[config.mk]
export PLATFORM = sky130hd
export DESIGN_NAME = fast_circle_fetch
export DESIGN_NICKNAME = d
export VERILOG_FILES = /design/src/rtl/fast_circle_fetch_pkg.sv /design/src/rtl/fast_circle_fetch_ring_offset.sv /design/src/rtl/fast_circle_fetch.sv
export SDC_FILE = /design/constraint.sdc
export NUM_CORES = 1
export LEC_CHECK = 0
export ABC_AREA = 1
export BUFFER_PORTS_ARGS = -buffer_cell sky130_fd_sc_hd__buf_4
export CORE_ASPECT_RATIO = 0.8
export CORE_UTILIZATION = 61
export CTS_BUF_LIST = sky130_fd_sc_hd__clkbuf_4
export CTS_CLUSTER_SIZE = 28
export DETAILED_ROUTE_END_ITERATION = 12
export PLACE_DENSITY = 0.89
export REMOVE_ABC_BUFFERS = 1
export SLEW_MARGIN = 20
export SYNTH_ARGS = -nofsm -noshare
export SYNTH_HDL_FRONTEND = slang
export SYNTH_SLANG_ARGS = --single-unit
[constraint.sdc]
create_clock -name clk -period 11.47 [get_ports clk]
set_input_delay 2.294 -clock clk [delete_from_list [all_inputs] [get_ports clk]]
set_output_delay 2.294 -clock clk [all_outputs]
set_load 0.005 [all_outputs]
[src/rtl/fast_circle_fetch_pkg.sv]
// Shared constants, ring offset tables and FSM state type for the FAST
// circle fetch and the later orientation stage.
package fast_pkg;

  localparam int RING_N = 16;
  localparam int RADIUS = 3;

  // Bresenham radius-3 circle, clockwise starting at the top pixel.
  localparam logic signed [2:0] RING_DX [RING_N] = '{
    3'sd0, 3'sd1, 3'sd2, 3'sd3, 3'sd3, 3'sd3, 3'sd2, 3'sd1,
    3'sd0, -3'sd1, -3'sd2, -3'sd3, -3'sd3, -3'sd3, -3'sd2, -3'sd1
  };
  localparam logic signed [2:0] RING_DY [RING_N] = '{
    -3'sd3, -3'sd3, -3'sd2, -3'sd1, 3'sd0, 3'sd1, 3'sd2, 3'sd3,
    3'sd3, 3'sd3, 3'sd2, 3'sd1, 3'sd0, -3'sd1, -3'sd2, -3'sd3
  };

  typedef enum logic [1:0] {IDLE, ISSUE, DRAIN, DONE} fetch_state_t;

endpackage

[src/rtl/fast_circle_fetch_ring_offset.sv]
// Maps a read index (0 = centre, 1..16 = ring 0..15) to its signed
// (dx, dy) offset from the centre pixel.
module fast_ring_offset
  import fast_pkg::*;
(
  input  logic [4:0]        i_idx,
  output logic signed [2:0] o_dx,
  output logic signed [2:0] o_dy
);

  logic [4:0] w_sel;

  assign w_sel = i_idx - 5'd1;

  // Offset lookup; index 0 and out-of-range indices map to the centre.
  always_comb begin
    o_dx = 3'sd0;
    o_dy = 3'sd0;
    if ((i_idx >= 5'd1) && (i_idx <= 5'd16)) begin
      o_dx = RING_DX[w_sel[3:0]];
      o_dy = RING_DY[w_sel[3:0]];
    end else begin
      o_dx = 3'sd0;
      o_dy = 3'sd0;
    end
  end

endmodule

[src/rtl/fast_circle_fetch.sv]
// Fetches the centre pixel and its 16-pixel radius-3 ring from the image
// SRAM, one read per clock, and presents them in parallel with a done pulse.
module fast_circle_fetch
  import fast_pkg::*;
#(
  parameter int PIXEL_DEPTH = 8,
  parameter int X_MAX       = 640,
  parameter int Y_MAX       = 480,
  localparam int XW         = $clog2(X_MAX) + 1,
  localparam int YW         = $clog2(Y_MAX) + 1
) (
  input  logic                        clk,
  input  logic                        n_rst,
  input  logic                        start,
  input  logic [XW-1:0]               cx,
  input  logic [YW-1:0]               cy,
  output logic                        busy,
  output logic                        done,
  output logic                        border,
  output logic [PIXEL_DEPTH-1:0]      center_pix,
  output logic [16*PIXEL_DEPTH-1:0]   ring_pix,
  output logic [XW-1:0]               x_addr,
  output logic [YW-1:0]               y_addr,
  output logic                        ren,
  input  logic [PIXEL_DEPTH-1:0]      rdat
);

  localparam bit            GEOM_OK = (X_MAX >= 7) && (Y_MAX >= 7);
  localparam logic [XW:0]   X_LO    = (XW+1)'(RADIUS);
  localparam logic [XW:0]   X_HI    = (XW+1)'(X_MAX - 1 - RADIUS);
  localparam logic [YW:0]   Y_LO    = (YW+1)'(RADIUS);
  localparam logic [YW:0]   Y_HI    = (YW+1)'(Y_MAX - 1 - RADIUS);

  fetch_state_t      r_state, w_next_state;
  logic [4:0]        r_cnt, w_next_cnt;
  logic [XW-1:0]     r_cx, w_base_x;
  logic [YW-1:0]     r_cy, w_base_y;
  logic              r_bpend;
  logic              r_rd_v;
  logic [4:0]        r_rd_idx;
  logic              w_accept, w_valid_c;
  logic signed [2:0] w_dx, w_dy;
  logic signed [XW:0] w_sx;
  logic signed [YW:0] w_sy;

  assign w_valid_c = GEOM_OK &&
                     ({1'b0, cx} >= X_LO) && ({1'b0, cx} <= X_HI) &&
                     ({1'b0, cy} >= Y_LO) && ({1'b0, cy} <= Y_HI);
  assign w_accept  = start && ((r_state == IDLE) || (r_state == DONE));

  // The first read uses the incoming centre, later reads the latched one.
  assign w_base_x = (r_state == ISSUE) ? r_cx : cx;
  assign w_base_y = (r_state == ISSUE) ? r_cy : cy;

  fast_ring_offset u_offset (
    .i_idx (w_next_cnt),
    .o_dx  (w_dx),
    .o_dy  (w_dy)
  );

  // Signed one-bit-wider sums; a valid centre keeps every address in range.
  assign w_sx = $signed({1'b0, w_base_x}) + $signed({{(XW-2){w_dx[2]}}, w_dx});
  assign w_sy = $signed({1'b0, w_base_y}) + $signed({{(YW-2){w_dy[2]}}, w_dy});

  // Next-state and read-counter logic; rejected centres pass through DRAIN
  // so done lands one cycle after the accepting edge.
  always_comb begin
    w_next_state = r_state;
    w_next_cnt   = r_cnt;
    case (r_state)
      IDLE, DONE: begin
        if (w_accept) begin
          w_next_cnt   = 5'd0;
          w_next_state = w_valid_c ? ISSUE : DRAIN;
        end else begin
          w_next_state = IDLE;
        end
      end
      ISSUE: begin
        if (r_cnt == 5'd16) begin
          w_next_state = DRAIN;
        end else begin
          w_next_cnt = r_cnt + 5'd1;
        end
      end
      DRAIN:   w_next_state = DONE;
      default: w_next_state = IDLE;
    endcase
  end

  // State, address, control and capture registers.
  always_ff @(posedge clk or negedge n_rst) begin
    if (!n_rst) begin
      r_state    <= IDLE;
      r_cnt      <= 5'd0;
      r_cx       <= '0;
      r_cy       <= '0;
      r_bpend    <= 1'b0;
      r_rd_v     <= 1'b0;
      r_rd_idx   <= 5'd0;
      busy       <= 1'b0;
      done       <= 1'b0;
      border     <= 1'b0;
      ren        <= 1'b0;
      x_addr     <= '0;
      y_addr     <= '0;
      center_pix <= '0;
      ring_pix   <= '0;
    end else begin
      r_state <= w_next_state;
      r_cnt   <= w_next_cnt;
      if (w_accept) begin
        r_cx    <= cx;
        r_cy    <= cy;
        r_bpend <= !w_valid_c;
      end
      ren  <= (w_next_state == ISSUE);
      busy <= (w_next_state == ISSUE) || (w_next_state == DRAIN);
      done <= (w_next_state == DONE);
      if (w_next_state == DONE) begin
        border <= r_bpend;
      end
      if (w_next_state == ISSUE) begin
        x_addr <= w_sx[XW-1:0];
        y_addr <= w_sy[YW-1:0];
      end
      // SRAM data returns one cycle after the read, so track which slot it fills.
      r_rd_v   <= ren;
      r_rd_idx <= r_cnt;
      if (r_rd_v) begin
        if (r_rd_idx == 5'd0) begin
          center_pix <= rdat;
        end
        for (int i = 0; i < RING_N; i++) begin
          if (r_rd_idx == 5'(i + 1)) begin
            ring_pix[i*PIXEL_DEPTH +: PIXEL_DEPTH] <= rdat;
          end
        end
      end
    end
  end

endmodule

### Word level (Yosys, flattened, before mapping)

Memories as Yosys holds them, arrays and structs flattened.
Cells that the tools add are included.

* flip-flop bits (word level): 196
* memories kept: 2
* bits of input ports: 32
* memory bits (read-only): 96
* output and inout port bits: 161

Memories
* (name not given): words 16, bits a word 3, read ports 1, clocked after memory_dff 0, write ports 0, RTL line fast_circle_fetch_ring_offset.sv:20 `o_dx = RING_DX[w_sel[3:0]];`
* (name not given): words 16, bits a word 3, read ports 1, clocked after memory_dff 0, write ports 0, RTL line fast_circle_fetch_ring_offset.sv:21 `o_dy = RING_DY[w_sel[3:0]];`

* add/subtract/negate cells: 4
* muxes and demuxes: 15
* order comparisons: 7
* bitwise logic cells: 1
* reduce and logical (&&, ||, !) cells: 28
* equal/unequal tests: 23

Operators with widths (count)
* $eq 5x4->1 const B: 8
* $reduce_and 2->1: 17
* $eq 5x3->1 const B: 4
* $mux 3: 6
* $add 11x3->11: 1
* $ge 11x2->1 const B: 1
* $le 11x10->1 const B: 1
* $mux 11: 1
* $add 10x3->10: 1
* $eq 5x2->1 const B: 2
* $eq 5x5->1 const B: 2
* $ge 10x2->1 const B: 1
* $le 10x9->1 const B: 1
* $mux 10: 1
* $mux 5: 2
* $pmux 5 s2: 1
* $eq 2x2->1 const B: 4
* $mux 2: 3
* $pmux 2 s3: 1
* $add 5x1->5 const B: 1
* $eq 5x1->1 const B: 1
* $ge 5x1->1 const B: 1
* $ge 5x5->1 const B: 1
* $le 5x5->1 const B: 1
* 9 further kinds: 15

### Depth between registers and ports, before layout

* depth after elaboration: 12
* mapped depth: 30
* depth with buffers taken out: 30

### By module

A second synthesis with hierarchy kept.

* cell total of the unflattened synthesis: 1038
* area, all modules: 8991.1 sq um

By module, submodules not included
* fast_circle_fetch: sequential area each 4904.7 sq um, cells an instance 962, instances 1, area an instance 8637.0 sq um
* fast_ring_offset: sequential area each 0.0 sq um, cells an instance 76, instances 1, area an instance 354.1 sq um

### Worst setup path after synthesis

No wires, ideal clock.

* path type: input -> register
* start: input port start
* end: register x_addr[8]
* stages on the path: 27
* data required time: 11.388 ns
* arrival time: 5.175 ns
* setup slack: 6.213 ns
* buffers on the path: 0
* cells stage by stage: inv_1 > nand2_1 > nand2_1 > nand2_1 > nand3_4 > inv_1 > ha_1 > inv_1 > nor2_1 > nand3_1 > nand2_2 > inv_2 > a211oi_1 > ha_1 > inv_1 > fa_1 > o31ai_1 > nand2_1 > nand2_1 > nand2_1 > nand2_1 > nand2_1 > nand2_1 > nand2_1 > nand2_1 > nand2_1 > a31oi_1

* word-level cells in the longest chain between the ends: 10

RTL lines
* start: declaration: RTL line fast_circle_fetch.sv:14 `input logic start,`
* $logic_and 1x1->1 (*): RTL line fast_circle_fetch.sv:49 `assign w_accept = start && ((r_state == IDLE) || (r_state == DONE));`
* $mux 5 (*): RTL line fast_circle_fetch.sv:72 `if (w_accept) begin`
* $pmux 5 s2 (*): RTL line fast_circle_fetch.sv:70 `case (r_state)`
* via u_offset.i_idx[0]: RTL line fast_circle_fetch_ring_offset.sv:6 `input logic [4:0] i_idx,`
* $sub 4x1->4: RTL line fast_circle_fetch_ring_offset.sv:13 `assign w_sel = i_idx - 5'd1;`
* $not 4->5 (implied by the code): RTL line fast_circle_fetch_ring_offset.sv:20
* $mem_v2 16x3
* $mux 3 (implied by the code) (2 in series): RTL line fast_circle_fetch_ring_offset.sv:20
* $mux 3 (*): RTL line fast_circle_fetch_ring_offset.sv:19 `if ((i_idx >= 5'd1) && (i_idx <= 5'd16)) begin`
* $add 11x3->11 (*): RTL line fast_circle_fetch.sv:62 `assign w_sx = $signed({1'b0, w_base_x}) + $signed({{(XW-2){w_dx[2]}}, w_dx});`
* end signal: assignment: RTL line fast_circle_fetch.sv:124 `x_addr <= w_sx[XW-1:0];`
* end: declaration: RTL line fast_circle_fetch.sv:22 `output logic [XW-1:0] x_addr,`

The timed path passes the listed nets; every way through them passes the cells marked *. The select of a mux whose other input is x is not followed.
A chain may end at the register's enable or synchronous reset.

### Worst setup path in the final report

Same ends and word-level chain as after synthesis.

==> results_dict.tcl <==
set metrics [dict create \
    cp-start-kind "input port" \
    p_leak_nw 5.445 \
    grt_pass1_vias 7031 \
    cts_hold_buf 0 \
    cp-end-kind "flop" \
    insertion_delay_ns 0.61 \
    maxCapViolations 0 \
    start_util 0.6327 \
    synth_cell_types 39 \
    peakVddDrop_uv 264.7 \
    grt_pass1_wl_mm 35.38 \
    postCtsSetupBuffers 0 \
    synthesis.area_mm2 0.008693 \
    max_clock_freq_ghz 0.1909 \
    tightestPinTransition_ns 0.8133 \
    crit_type "input port to flop" \
    num_rows 38 \
    port_buffers 192 \
    die_area_mm2 0.01474 \
    ios 193 \
    seq_area_frac_synth 0.5642 \
    antenna_found_initial 1 \
    drtPass1Iterations 6 \
    via_count 7632 \
    cpPeakStageDelay_ns 0.41 \
    path_clk_slew_ns 0.16 \
    fin_crit_ns 5.239 \
    cts_resized 0 \
    finalPower_mw 2.853 \
    p_sw_mw 1.273 \
    clock_path_buffers 2 \
    die_width_um 135.5 \
    p_comb_frac 0.531 \
    yosys_warnings 0 \
    drv_slew 0 \
    seq_power_share 0.341 \
    die-height_um 108.8 \
    fin_util 0.7690 \
    grt_util_all_layers 0.3156 \
    hold_ws_ns 0.4013 \
    tns_ns 0 \
    place_congestion 0.8652 \
    avgSynthCellArea_um2 8.817 \
    routed_wl_mm 22.12 \
    fillers 979 \
    area_growth_pct 21.55 \
    swShare 0.4462 \
    numCtsBuffers 17 \
    tritoncts "built" \
    timing.final.crit_share 0.4567 \
    grt_max_degree 143 \
    skew_ns 0.01863 \
    synth-seq-cells 196 \
    ant_nets 0 \
    critical_path_arrival_ns 5.77 \
    setup_viol 0 \
    crit_slowest_cell "fa_1" \
    required_ns 12.00 \
    pwr_density_cell_mw_per_mm2 270.0 \
    critPathMaxFanout 10 \
    wl_per_cell_um 16.29 \
    finalHoldViolCount 0 \
    ctsHtreeMaxLevel 4 \
    hp-class "flop to flop" \
    pwr-share-clk 0.128 \
    nets 1226 \
    dp.final_hpwl_mm 15.54 \
    yosys.area.top_type_share 0.5642 \
    synthCells 986 \
    viasPerCell 5.620 \
    core_mm2 0.01374 \
    first_iter_violations 603 \
    slew_headroom 0.4545 \
    grt_overflow 0 \
    rsz0062_at_grt "no" \
    status "completed" \
    p_int_mw 1.580 \
    drive_gt1_frac 0.2133 \
    netlist_top_cells_area "dfrtp_1 56%, nand2_1 13%, o21ai_0 12%" \
    synth_top_area_cell "dfrtp_1" \
    route.detailed.drc 0 \
    clock-sinks 196 \
    cpMostUsedCell "nand2_1" \
    root_buffer "clkbuf_4" \
]
[Yosys cell counts]
library cell and n:
buf_2 1, o21ai_1 1, inv_2 3, o22ai_1 2, nand3_4 1, fa_1 2, a211oi_1 3, clkbuf_1 36
nor3_2 1, o221ai_1 1, o31a_1 1, o31ai_1 1, a21o_1 1, nand2_4 2, o2111ai_1 1, nand4_1 5
ha_1 28, nor3b_1 1, nand2_2 4, nand3_2 3, nor3_1 8, dfrtp_1 196, o21ai_0 202, xor2_1 7
nand3_1 28, nor4_1 4, a31oi_1 5, inv_1 84, o21ai_2 1, nand3b_1 2, xnor2_1 1, nand2_1 295
clkinv_1 1, nor2_2 4, nor2_1 26, a21oi_2 1, a2111oi_0 1, or2_2 3, a21oi_1 19
[stage by stage]
stage / setup slack (ns) / instances / instance area [um^2]
3_5_place_dp: 5.643 / 1324 / 10250
5_1_grt: 5.835 / 1358 / 10570
6_report: 6.231 / 1358 / 10570
2_1_floorplan: 6.210 / 949 / 8553
4_1_cts: 6.297 / 1356 / 10540
3_3_place_gp: 5.836 / 1324 / 10250
[state kept, by name (all words and copies together) (netlist names)]
| name | count |
|---|---|
| ring_pix | 128 |
| r_cx | 11 |
| x_addr | 11 |
| r_cy | 10 |
| y_addr | 10 |
| center_pix | 8 |
| r_cnt | 5 |
| r_rd_idx | 5 |
| r_state | 2 |
| border | 1 |
| busy | 1 |
| done | 1 |
| r_bpend | 1 |
| r_rd_v | 1 |
| ren | 1 |
[placed cells by master, fill, tap and decap left out, types with 2 or more instances in the layout]
cell type and count:
nor2_2 4, clkbuf_4 18, o22ai_1 2, or2_2 3
inv_8 6, clkinv_4 2, nor4_1 4, nor3_1 8
xor2_1 7, inv_2 3, a31oi_1 5, clkinv_8 2
nand4_1 5, nor2_1 26, o21ai_0 202, nand2_1 295
inv_6 3, buf_4 194, nand3_2 3, fa_1 2
dfrtp_1 196, ha_1 28, inv_1 84, a211oi_1 3
nand2_4 2, nand2_2 4, nand3b_1 2, nand3_1 28
a21oi_1 19
[final timing paths]
| kind | from | end | slack [ns] | depth (start not counted) |
|---|---|---|---|---|
| worst max-delay path | start | x_addr[8] | 6.23 | 28 |
| worst min-delay path | ren | r_rd_v | 0.40 | 0 |
| worst max register to register | r_state[0] | x_addr[8] | 7.21 | 28 |
| worst min register to register | ren | r_rd_v | 0.40 | 0 |
| max in group asynchronous | n_rst | r_cnt[2] | 8.36 | 3 |
| min in group asynchronous | n_rst | ring_pix[107] | 1.60 | 1 |
[critical path: cells and delay by family]
family	cells	cell delay, ns
simple gates	16	1.43
fa+ha+maj	3	0.86
compound gates	3	0.67
buf+inv	6	0.51
[final cells by class]
type / instances / area, um^2 / area share
timing repair buffer: 196 / 1499 / 0.1419
tap: 180 / 225.2 / 0.02131
antenna: 1 / 2.502 / 0.0002368
sequential: 196 / 4905 / 0.4642
clock buffer: 18 / 135.1 / 0.01279
multi-input combinational: 665 / 3318 / 0.3140
clock inverter: 14 / 151.4 / 0.01433
inverter: 88 / 330.3 / 0.03126
[power by group through the flow]
stage	sequential [mW]	combinational (mW)	clock, mW
global placement	0.976	1.45	0
finish	0.973	1.52	0.364
detailed placement	0.981	1.50	0
CTS	0.970	1.50	0.371
global route	0.992	1.72	0.395
floorplan	0.979	0.981	0
[logic make-up (layout without fill, tap and decap cells)]
family                     after synthesis  in the layout  share of synthesized area
AOI/OAI and AO/OA                      240            240                     0.1432
xor gates and xnor gates                 8              8                   0.008060
adders and majority gates               30             30                    0.04491
buffers and inverters                  125            316                    0.05412
DFF                                    196            196                     0.5642
other                                    0              1                          0
and+or+nand+nor                        387            387                     0.1855
[routing by layer]
| layer | GRT usage | wire length [um] | up-vias |
|---|---|---|---|
| met5 | 0 | 0 | - |
| met4 | 0.1011 | 503 | 0 |
| met3 | 0.06788 | 1641 | 40 |
| met2 | 0.5190 | 10520 | 307 |
| met1 | 0.4221 | 9457 | 3690 |
| li1 | - | - | 3595 |
Power figures use the tool's default switching activity.
